`config.mk`:
```
export PLATFORM = sky130hd
export DESIGN_NAME = count_mod
export DESIGN_NICKNAME = d
export VERILOG_FILES = /design/src/rtl/count_mod.sv
export SDC_FILE = /design/constraint.sdc
export NUM_CORES = 1
export LEC_CHECK = 0
export CAP_MARGIN = 20
export CORE_AREA = 2 2 53 55
export CTS_CLUSTER_DIAMETER = 60
export CTS_CLUSTER_SIZE = 8
export DETAILED_ROUTE_END_ITERATION = 16
export DIE_AREA = 0 0 55 57
export MAX_ROUTING_LAYER = met4
export PLACE_DENSITY = 0.6
export SYNTH_ARGS = -nofsm -noshare
export SYNTH_HDL_FRONTEND = slang
export SYNTH_SLANG_ARGS = --single-unit
```
`constraint.sdc`:
```
create_clock -name clk -period 1.59 [get_ports clk]
set_input_delay 0.318 -clock clk [delete_from_list [all_inputs] [get_ports clk]]
set_output_delay 0.318 -clock clk [all_outputs]
set_load 0.01 [all_outputs]
```
`src/rtl/count_mod.sv`:
```
`default_nettype none
// ============================================================================
//  Module   : count_mod
//  Purpose  : Parametrised modulo up/down counter with prescaler, wrap or
//             saturate behaviour at the limits, synchronous clear, parallel
//             load, a one-cycle terminal-count pulse and a sticky overflow
//             flag. Intended as a timebase or event counter.
//  Revision : 1.0 - initial release
// ----------------------------------------------------------------------------
//  Parameters
//    WIDTH      counter width in bits (1..32)
//    MAX        highest count value, MAX < 2**WIDTH
//    PRESCALE   enabled cycles per count step (>= 1)
//    SATURATE   0 = wrap at the limits, 1 = hold at the limits
//  Ports
//    clk         in   clock, rising edge
//    rst         in   asynchronous active-high reset
//    en          in   advances the prescaler; steps only happen when high
//    up          in   1 = count up, 0 = count down (used on step edges)
//    clear       in   synchronous clear of count, prescaler, tc and ovf
//    load        in   synchronous load of min(load_value, MAX)
//    load_value  in   value to load
//    count       out  current count (registered)
//    tc          out  terminal-count pulse, coincident with the new count
//    ovf         out  sticky flag, set with any tc
// ============================================================================
module count_mod #(
    parameter int          WIDTH    = 8,
    parameter int unsigned MAX      = 255,
    parameter int          PRESCALE = 1,
    parameter int          SATURATE = 0
) (
    input  logic             clk,
    input  logic             rst,
    input  logic             en,
    input  logic             up,
    input  logic             clear,
    input  logic             load,
    input  logic [WIDTH-1:0] load_value,
    output logic [WIDTH-1:0] count,
    output logic             tc,
    output logic             ovf
);

    // A prescaler of 1 still needs a register bit to keep the logic uniform;
    // it simply never leaves zero.
    localparam int              PW          = (PRESCALE > 1) ? $clog2(PRESCALE) : 1;
    localparam logic [WIDTH-1:0] C_MAX_VAL  = WIDTH'(MAX);
    localparam logic [PW-1:0]    C_PRE_LAST = PW'(PRESCALE - 1);

    logic [WIDTH-1:0] count_q;
    logic [WIDTH-1:0] count_d;
    logic [PW-1:0]    pre_q;
    logic [PW-1:0]    pre_d;
    logic             tc_q;
    logic             tc_d;
    logic             ovf_q;
    logic             ovf_d;

    // Boundary value after a limit step: hold when saturating, otherwise
    // wrap to the opposite limit.
    logic [WIDTH-1:0] w_up_limit;
    logic [WIDTH-1:0] w_dn_limit;

    assign w_up_limit = (SATURATE != 0) ? C_MAX_VAL : '0;
    assign w_dn_limit = (SATURATE != 0) ? '0 : C_MAX_VAL;

    always_comb begin
        count_d = count_q;
        pre_d   = pre_q;
        tc_d    = 1'b0;
        ovf_d   = ovf_q;

        if (clear) begin
            count_d = '0;
            pre_d   = '0;
            ovf_d   = 1'b0;
        end else if (load) begin
            // Clamp so the count can never be loaded above MAX.
            count_d = (load_value > C_MAX_VAL) ? C_MAX_VAL : load_value;
            pre_d   = '0;
        end else if (en) begin
            if (pre_q == C_PRE_LAST) begin
                pre_d = '0;
                if (up) begin
                    // >= guards against an out-of-range count ever wrapping
                    // through the full binary range.
                    if (count_q >= C_MAX_VAL) begin
                        count_d = w_up_limit;
                        tc_d    = 1'b1;
                        ovf_d   = 1'b1;
                    end else begin
                        count_d = count_q + WIDTH'(1);
                    end
                end else begin
                    if (count_q == '0) begin
                        count_d = w_dn_limit;
                        tc_d    = 1'b1;
                        ovf_d   = 1'b1;
                    end else begin
                        count_d = count_q - WIDTH'(1);
                    end
                end
            end else begin
                pre_d = pre_q + PW'(1);
            end
        end
    end

    always_ff @(posedge clk or posedge rst) begin
        if (rst) begin
            count_q <= '0;
            pre_q   <= '0;
            tc_q    <= 1'b0;
            ovf_q   <= 1'b0;
        end else begin
            count_q <= count_d;
            pre_q   <= pre_d;
            tc_q    <= tc_d;
            ovf_q   <= ovf_d;
        end
    end

    assign count = count_q;
    assign tc    = tc_q;
    assign ovf   = ovf_q;

endmodule
`default_nettype wire

```
==> impl_metrics.ini <==
[synth]
synth-edff-count = 0
synth.top_cell.area_share = 0.2920
yosys_warnings = 0
synthTopCellsByCount = sky130_fd_sc_hd__a21oi_1, sky130_fd_sc_hd__dfrtp_1, sky130_fd_sc_hd__nand2_1
post_syn_nets = 121
async_flop_share = 1.000
synth.cell_area_um2 = 857.1
post_synth_main_area_contributors = sky130_fd_sc_hd__dfrtp_1, sky130_fd_sc_hd__a21oi_1, sky130_fd_sc_hd__xor2_1, sky130_fd_sc_hd__nand2_1, sky130_fd_sc_hd__nor2_1
post_synth_top_area_cell = sky130_fd_sc_hd__dfrtp_1
syn-instance-count = 105
synth_sequential_area_ratio = 0.2920
netlist-cell-type-count = 40
syn-mean-instance-area_um2 = 8.163
synth-seq-cells = 10
ys_dominant_reg_cell = sky130_fd_sc_hd__dfrtp_1

[grt]
antenna_found_initial = 0
grt_pass1_wl_um = 4091
via_count_of_the_first_global_routing_pass = 971
globalRouteTotalUtil = 0.1833
grt_start_max_net_pins = 12
final_global_route_overflow_total = 0

[cts]
cts_tree = done
ctsHtreeMaxLevel = 1
cts.reportedPaths.clkPinSlew_ns = 0.07
clk_latency_ns = 0.26
cts_sinks = 10
tritoncts.num_buffers = 3
clock_path_buffers = 2
cts_hold_buffers = 0
cts.root.buffer_cell = sky130_fd_sc_hd__clkbuf_4

[setup_path]
flop_to_flop_setup_slack_ns = -0.02
critical_path.startpoint_type = flip-flop
path_class = flip-flop to flip-flop
crit-reg2reg-capture = count[6]
endpoint_kind = flip-flop
crit-reg2reg-launch = count[3]
worst_ep_required_time_ns = 1.74
worstPathMaxFanout = 5
timing.critical_path.slowest_cell_delay_ns = 0.39
critical_path.cell_chain = buf_6, or3_4, o32ai_4, a211oi_2, a2111oi_2
crit_buf_inv = 1
worst-endpoint-arrival_ns = 1.76
critical_path.top_delay_family = compound AO/OA/AOI/OAI gates
crit_cells = 5
cp_slowest_cell = sky130_fd_sc_hd__dfrtp_1
rr_worst_depth = 5

[sta]
slew_violations = 0
postLayoutSetupSlackWorst_ns = -0.01815
timing.max_slew.rel_slack = 0.7050
worst_setup_skew_after_layout_ns = 0.005798
fin_tns_setup_ns = -0.01815
layout_min_cycle_time_ns = 1.608
hold_ws_ns = 0.3455
max_freq_ghz = 0.6218
finalCritPeriodShare = 1.011
setup_violations = 1
worstMarginPinSlew_ns = 0.4421
finalHoldViolCount = 0
rsz0062_at_grt = yes

[floorplan]
floorplan.io_pins = 24
dieArea_um2 = 3135
dieHeight_um = 57
design.core.area_um2 = 2615
die-width_um = 55
rows = 19
initial_core_util = 0.3278

[run]
max_cap_violations = 0

[layout]
post_layout_nonfiller_instances = 176
diodes = 0
final_layout_size_suffix_gt1_frac = 0.3103
area.growth.synth_to_final_pct = 56.50
fin_nets = 163
fin_util = 0.5129
n_fill_cell = 260

[pwr]
finalPower_mw = 0.7935
power.leakage_nw = 0.6140
power.ir.vdd_worst_mv = 0.3416
power.density_cell_area_nw_per_um2 = 591.6

[status]
outcome = complete, but fails checks
failed_checks = setup timing

[place]
placed_cells_incl_taps = 169
placement.io_buffers = 23
place_hpwl_um = 1850
finalWeightedCongestion = 0.8750

[routing]
drc = 0
antenna_violating_nets_post_route = 0
route.final.wire_length_um = 2482
ratio_of_routed_vias_to_standard_cells = 5.216
via_count = 918
drt-pass1-iter-count = 4
detail_route.iter0.violations = 14
routedWlPerCell_um = 14.10

[worst_hold_path]
hold_path.class = input port to asynchronous set/reset pin
registers in the layout (all words and copies together), names as in the netlist:
name and flops:
count 8, tc 1, ovf 1
what timing repair did:
action | 4_1_cts | 5_1_grt
setup buffers | 2 | 2
resized for setup | 8 | 9
setup endpoints to repair | 8 | 8
pin swaps | 0 | 1
power by group:
group,internal [mW],switching (mW)
clock,0.0874,0.0883
combinational,0.176,0.147
sequential,0.272,0.0229
total,0.536,0.258
worst max-delay path by stage:
stage | from | end
floorplan | count[2] | count[6]
global placement | load | count[7]
detailed placement | up | count[4]
CTS | count[3] | count[6]
global route | count[3] | count[6]
finish | count[3] | count[6]
cell families after synthesis:
group	synth area share
AO/OA/AOI/OAI	0.2467
AND/OR/NAND/NOR	0.2788
flip-flops	0.2920
XOR/XNOR	0.05109
buffers and inverters	0.09052
multiplexers	0.01168
adder cells (fa/ha/maj)	0.02919
stage by stage:
stage / worst slack, ns / cell area, µm²
after global placement: -0.2066 / 1255
after CTS: -0.03609 / 1295
final: -0.01815 / 1341
after detailed placement: -0.2528 / 1255
after global routing: -0.1244 / 1341
after floorplan: -0.02460 / 914.6
cells in the final DEF, fill, tap and decap left out, types with 3 or more instances in the layout:
master and count:
sky130_fd_sc_hd__clkdlybuf4s50_1 16, sky130_fd_sc_hd__dlygate4sd2_1 4, sky130_fd_sc_hd__clkbuf_4 3, sky130_fd_sc_hd__nand2_1 9, sky130_fd_sc_hd__buf_4 22, sky130_fd_sc_hd__dlymetal6s2s_1 3
sky130_fd_sc_hd__nor2_1 8, sky130_fd_sc_hd__inv_1 7, sky130_fd_sc_hd__a21oi_1 9, sky130_fd_sc_hd__xor2_1 4, sky130_fd_sc_hd__dfrtp_2 3, sky130_fd_sc_hd__dfrtp_1 7
layout make-up:
| class | instances | area (µm²) | area share |
|---|---|---|---|
| Inverter | 7 | 26.28 | 0.01959 |
| Multi-Input combinational cell | 79 | 590.6 | 0.4403 |
| Clock buffer | 3 | 22.52 | 0.01679 |
| Tap cell | 31 | 38.79 | 0.02892 |
| Sequential cell | 10 | 254.0 | 0.1894 |
| Timing Repair Buffer | 46 | 409.1 | 0.3050 |
routing by layer:
metal  track usage  wire length, µm  vias up
met5             -                0        -
met4       0.07666                8        0
met3       0.02356               98        2
met2        0.2874             1224       23
met1        0.2332             1152      430
li1              -                -      463
Note: power is estimated with default switching activity, not from simulation.
==> RTL edit 1 (same flow settings) <==
Change the parameter `WIDTH` from 8 to 6.
--- a/src/rtl/count_mod.sv
+++ b/src/rtl/count_mod.sv
@@ -26,5 +26,5 @@
 // ============================================================================
 module count_mod #(
-    parameter int          WIDTH    = 8,
+    parameter int          WIDTH    = 6,
     parameter int unsigned MAX      = 255,
     parameter int          PRESCALE = 1,
Ports: changed (resized count and load_value); port bits go from 24 to 20. The function was not compared with the original's and may differ.
==> RTL edit 1 against the original RTL <==
  * The run still ends with setup timing left
  * Die area stayed put
  * Total power is 19% lower
  * Register-to-register slack worse by 20 ps
  * Worst setup slack worse by 35 ps
  * Count of clock-buffer cells in the layout stayed put
  * Final area is 22% lower
  * Routed wire length is 28% lower
  * Sequential cell count is 2 lower
  * Cell count is 23% lower
  * Sequential share of layout area is 0.23 points higher
  * Area after synthesis is 30% lower
  * Combinational power is 18% lower
  * First-iteration DRC count is 50% lower
  * Critical endpoint is now count[3]$_DFFE_PP0P_
  * Largest cell class unchanged
  * Highest routed layer unchanged
==> RTL edit 1: results (changes against the original RTL) <==
Run status
  • Status: finished with violations (unchanged)
  • Violated checks: setup timing (unchanged)

Power
  • P_seq: 229 uW (was 295 uW)
  • Pleak: 0.0004920 uW (was 0.0006140 uW)

Worst setup path
  • CP max FO: 3 (was 5)
  • Reg2Reg Depth: 6 (was 5)
  • Reg2Reg Capture Point: count[3]$_DFFE_PP0P_ (was count[6]$_DFFE_PP0P_)
  • Worst reg2reg startpoint: count[0]$_DFFE_PP0P_ (was count[3]$_DFFE_PP0P_)

Placement
  • Placed cell count: 129 (was 169)
  • Gpl congestion: 0.8955 (was 0.8750)

STA
  • Final count of negative-setup-slack endpoints: 1 (unchanged)
  • Final WS setup: -52.79 ps (was -18.15 ps)

Cells and area
  • # fillers: 270 (was 260)
  • Signal buf overhead: 29.82% (was 30.50%)
  • Multi-input gates: 53 (was 79)
  • Fraction of area in registers: 19.16% (was 18.94%)
  • Fraction of area in multi-input gates: 42.99% (was 44.03%)
  • Area of the multi-input gates: 449.2 um2 (was 590.6 um2)

Synth
  • Sequential cell area fraction in the yosys report: 33.33% (was 29.20%)
  • Unique masters post-synth: 32 (was 40)
  • Cell count after synthesis: 70 (was 105)

Global routing
  • Total GRT Usage: 12.66% (was 18.33%)
  • Largest net degree at the start of global routing: 9 (was 12)

Clocking
  • Clock sinks: 8 (was 10)
  • Clock slew at reported path FFs: 50 ps (was 70 ps)
RTL edit 1: cell types whose count changed in the layout (fill, tap and decap cells not counted), moves of 3 or more:
cell | before | now
nand2_1 | 9 | 5
dfrtp_2 | 3 | 0
a21oi_1 | 9 | 4
buf_4 | 22 | 15
RTL edit 1: worst max-delay path: stages:
cell and delay, ps:
clkdlybuf4s50_1 460, or3_1 400, o211a_1 270, a211oi_4 240, o41ai_2 80
RTL edit 1: stage by stage:
stage	setup WS (ps)	hold WS [ps]	power [uW]
after CTS	-5.437	312.8	611.5
final	-52.79	312.8	645.6
after global placement	-237.4	475.4	440.8
after detailed placement	-236.1	489.3	443.9
after floorplan	-70.62	133.7	337.3
after global routing	-77.39	344.2	690.3
RTL edit 1: routing by layer:
metal	part of all wire [%]	GRT usage, %
met3	4.8	2.094
met4	3.6	7.666
met1	42	15.65
met2	50	18.88
met5	0	-
==> RTL edit 2 (same flow settings) <==
Without the edit above. Remove the register `tc_q`: a continuous assignment takes its place, so the output `tc` follows one clock earlier.
--- a/src/rtl/count_mod.sv
+++ b/src/rtl/count_mod.sv
@@ -112,13 +112,13 @@
             count_q <= '0;
             pre_q   <= '0;
-            tc_q    <= 1'b0;
             ovf_q   <= 1'b0;
         end else begin
             count_q <= count_d;
             pre_q   <= pre_d;
-            tc_q    <= tc_d;
             ovf_q   <= ovf_d;
         end
     end
+
+    assign tc_q = tc_d;
 
     assign count = count_q;
Behaviour: not the same (a bounded check fails within 4 cycles, from zero or initial values and one cycle with rst high).
==> RTL edit 2 against the original RTL <==
  * The run still ends with setup timing left
  * Global-route usage grew 1.9 points
  * Via count grew 5.6%
  * Total power grew 8.4%
  * Sequential cell count shrank 1
  * Routed wire length grew 14%
  * Final area grew 8.6%
  * Die area is the same
  * Synthesized cell count shrank 5.7%
  * Area after synthesis shrank 8.6%
  * Sequential power shrank 13%
  * Clock power grew 17%
  * Cell count grew 3.4%
  * Combinational power grew 23%
  * Worst setup slack lost 510 ps
  * Critical path type is now register to output pin
  * Largest cell class unchanged
  * Largest power group unchanged
==> RTL edit 2: results (changes against the original RTL) <==
Run status
  • Status: finished with violations (unchanged)
  • Violated checks: setup timing (unchanged)

Synth
  • Synth top area cells: dfrtp_1 29%, a21oi_1 5.8%, a211oi_1 4.8% (was dfrtp_1 29%, a21oi_1 5.8%, xor2_1 4.1%)
  • Unique masters post-synth: 37 (was 40)
  • Sequential cell area fraction in the yosys report: 28.75% (was 29.20%)
  • Synth cell count leaders: 9 x a21oi_1, 9 x dfrtp_1, 7 x inv_1, 7 x nand2_1, 6 x nor2_1 (was 10 x a21oi_1, 10 x dfrtp_1, 9 x nand2_1)
  • Portion of netlist area occupied by mux cells: 1.278% (was 1.168%)
  • Cell count after synthesis: 99 (was 105)
  • Synth Flop Type: dfrtp_1 (unchanged)
  • Mapped Nets: 115 (was 121)
  • Syn. warnings: 0 (unchanged)
  • Compound-Gate Fraction of Synth Area: 28.43% (was 24.67%)
  • Adder-Cell Fraction of Synth Area: 3.195% (was 2.920%)
  • Post-Synth XOR/XNOR Area: 4.473% (was 5.109%)

Global routing
  • Total GRT Usage: 20.27% (was 18.33%)
  • First-pass GRT wire length: 4457 um (was 4091 um)
  • Largest net degree at the start of global routing: 13 (was 12)
  • Initial antenna violation count: 0 (unchanged)

Placement
  • DP HPWL: 2017 um (was 1850 um)
  • Gpl congestion: 0.9178 (was 0.8750)

Power
  • Net Sw Power: 308.2 uW (was 257.9 uW)
  • Pleak: 0.0006178 uW (was 0.0006140 uW)
  • Worst IR Drop VDD: 0.4110 mV (was 0.3416 mV)

Routing
  • Routed vias: 969 (was 918)
  • Avg Vias per Cell: 5.324 (was 5.216)
  • Final wirelength: 2821 um (was 2482 um)
  • Pre-Repair DR Iteration Count: 2 (was 4)
  • Initial DRC count: 11 (was 14)

STA
  • Worst slew margin: 73.54% (was 70.50%)
  • Final count of negative-setup-slack endpoints: 5 (was 1)
  • Final WS setup: -528.8 ps (was -18.15 ps)
  • Clock Skews: 5.180 ps (was 5.798 ps)

Worst setup path
  • CP max FO: 2 (was 5)
  • Worst path max stage delay: 460 ps (was 390 ps)
  • Critical path's slowest cell: or4b_4 (was dfrtp_1)
  • CP top delay family: simple AND/OR/NAND/NOR gates (was compound AO/OA/AOI/OAI gates)
  • Worst EP arrival: 1800 ps (was 1760 ps)

Clocking
  • Clock latency on the worst-skew pair: 290 ps (was 260 ps)
  • Clk root buf: clkbuf_4 (unchanged)
  • CTS buffer count: 3 (unchanged)
  • Clock slew at reported path FFs: 80 ps

Cells and area
  • # fillers: 250 (was 260)
  • Layout cells sized above 1: 41.06% (was 31.03%)
  • # nets final: 168 (was 163)
  • Max reg flops: 8 (unchanged)
[RTL edit 2: cell type report]
class | count | area share (%)
Timing Repair Buffer | 56 | 34.28
Multi-Input combinational cell | 74 | 43.64
Inverter | 8 | 2.062
Clock buffer | 4 | 1.804
Tap cell | 31 | 2.663
Sequential cell | 9 | 15.55
[RTL edit 2: worst reg2reg max path: stages (launching register included)]
cell and delay, ps:
dfrtp_1 400, inv_2 80, ha_4 130, or4b_4 460, buf_4 150, buf_6 110, o21ai_0 60, a211oi_1 90
o32ai_1 210
[RTL edit 2: stage by stage]
stage          cell area (um2)  setup TNS, ps  setup WS (ps)  power, uW  utilization, %
2_1_floorplan            843.3         -448.1         -285.4      435.2               -
3_3_place_gp              1262          -2752         -641.0      593.4           48.28
3_5_place_dp              1262          -2899         -688.3      599.3           48.28
4_1_cts                   1353          -1125         -531.9      825.1           51.72
5_1_grt                   1456          -1472         -622.6      908.0           55.69
6_report                  1456         -892.8         -528.8      860.2           55.69
[RTL edit 2: worst paths after layout]
| path | startpoint | end | slack, ps | depth (start not counted) |
|---|---|---|---|---|
| worst max-delay path | count[1]$_DFFE_PP0P_ | tc | -530 | 7 |
| worst min-delay path | rst | ovf$_DFFE_PP0P_ | 310 | 2 |
| worst max register to register | count[1]$_DFFE_PP0P_ | count[5]$_DFFE_PP0P_ | -190 | 8 |
| worst min register to register | ovf$_DFFE_PP0P_ | ovf$_DFFE_PP0P_ | 560 | 2 |
| max in group asynchronous | rst | count[4]$_DFFE_PP0P_ | 980 | 2 |
| min in group clk | clear | count[4]$_DFFE_PP0P_ | 530 | 3 |
[RTL edit 2: cell families after synthesis]
group,after synthesis
adders and majority gates,2
AOI/OAI and AO/OA,31
DFF,9
buffers and inverters,16
and+or+nand+nor,36
xor gates and xnor gates,4
muxes,1
[RTL edit 2: power groups by stage]
stage | registers (uW) | logic (uW) | clock network [uW]
floorplan | 277 | 158 | 0
global placement | 259 | 334 | 0
detailed placement | 260 | 339 | 0
CTS | 256 | 365 | 205
global route | 259 | 430 | 219
finish | 256 | 398 | 206
[RTL edit 2: per-layer routing]
layer / up-vias / track usage, % / share of wire (%)
met5: - / - / 0
met3: 7 / 3.927 / 4.0
met4: 0 / 9.756 / 2.6
li1: 477 / - / -
met1: 459 / 25.00 / 43
met2: 26 / 31.12 / 50
[RTL edit 2: timing repair]
| item | in CTS | in global routing |
|---|---|---|
| hold buffers | 0 | 0 |
| resized for setup | 28 | 24 |
| buffers inserted | 5 | 7 |
| pin swaps | 11 | 10 |
| setup endpoints to repair | 15 | 10 |
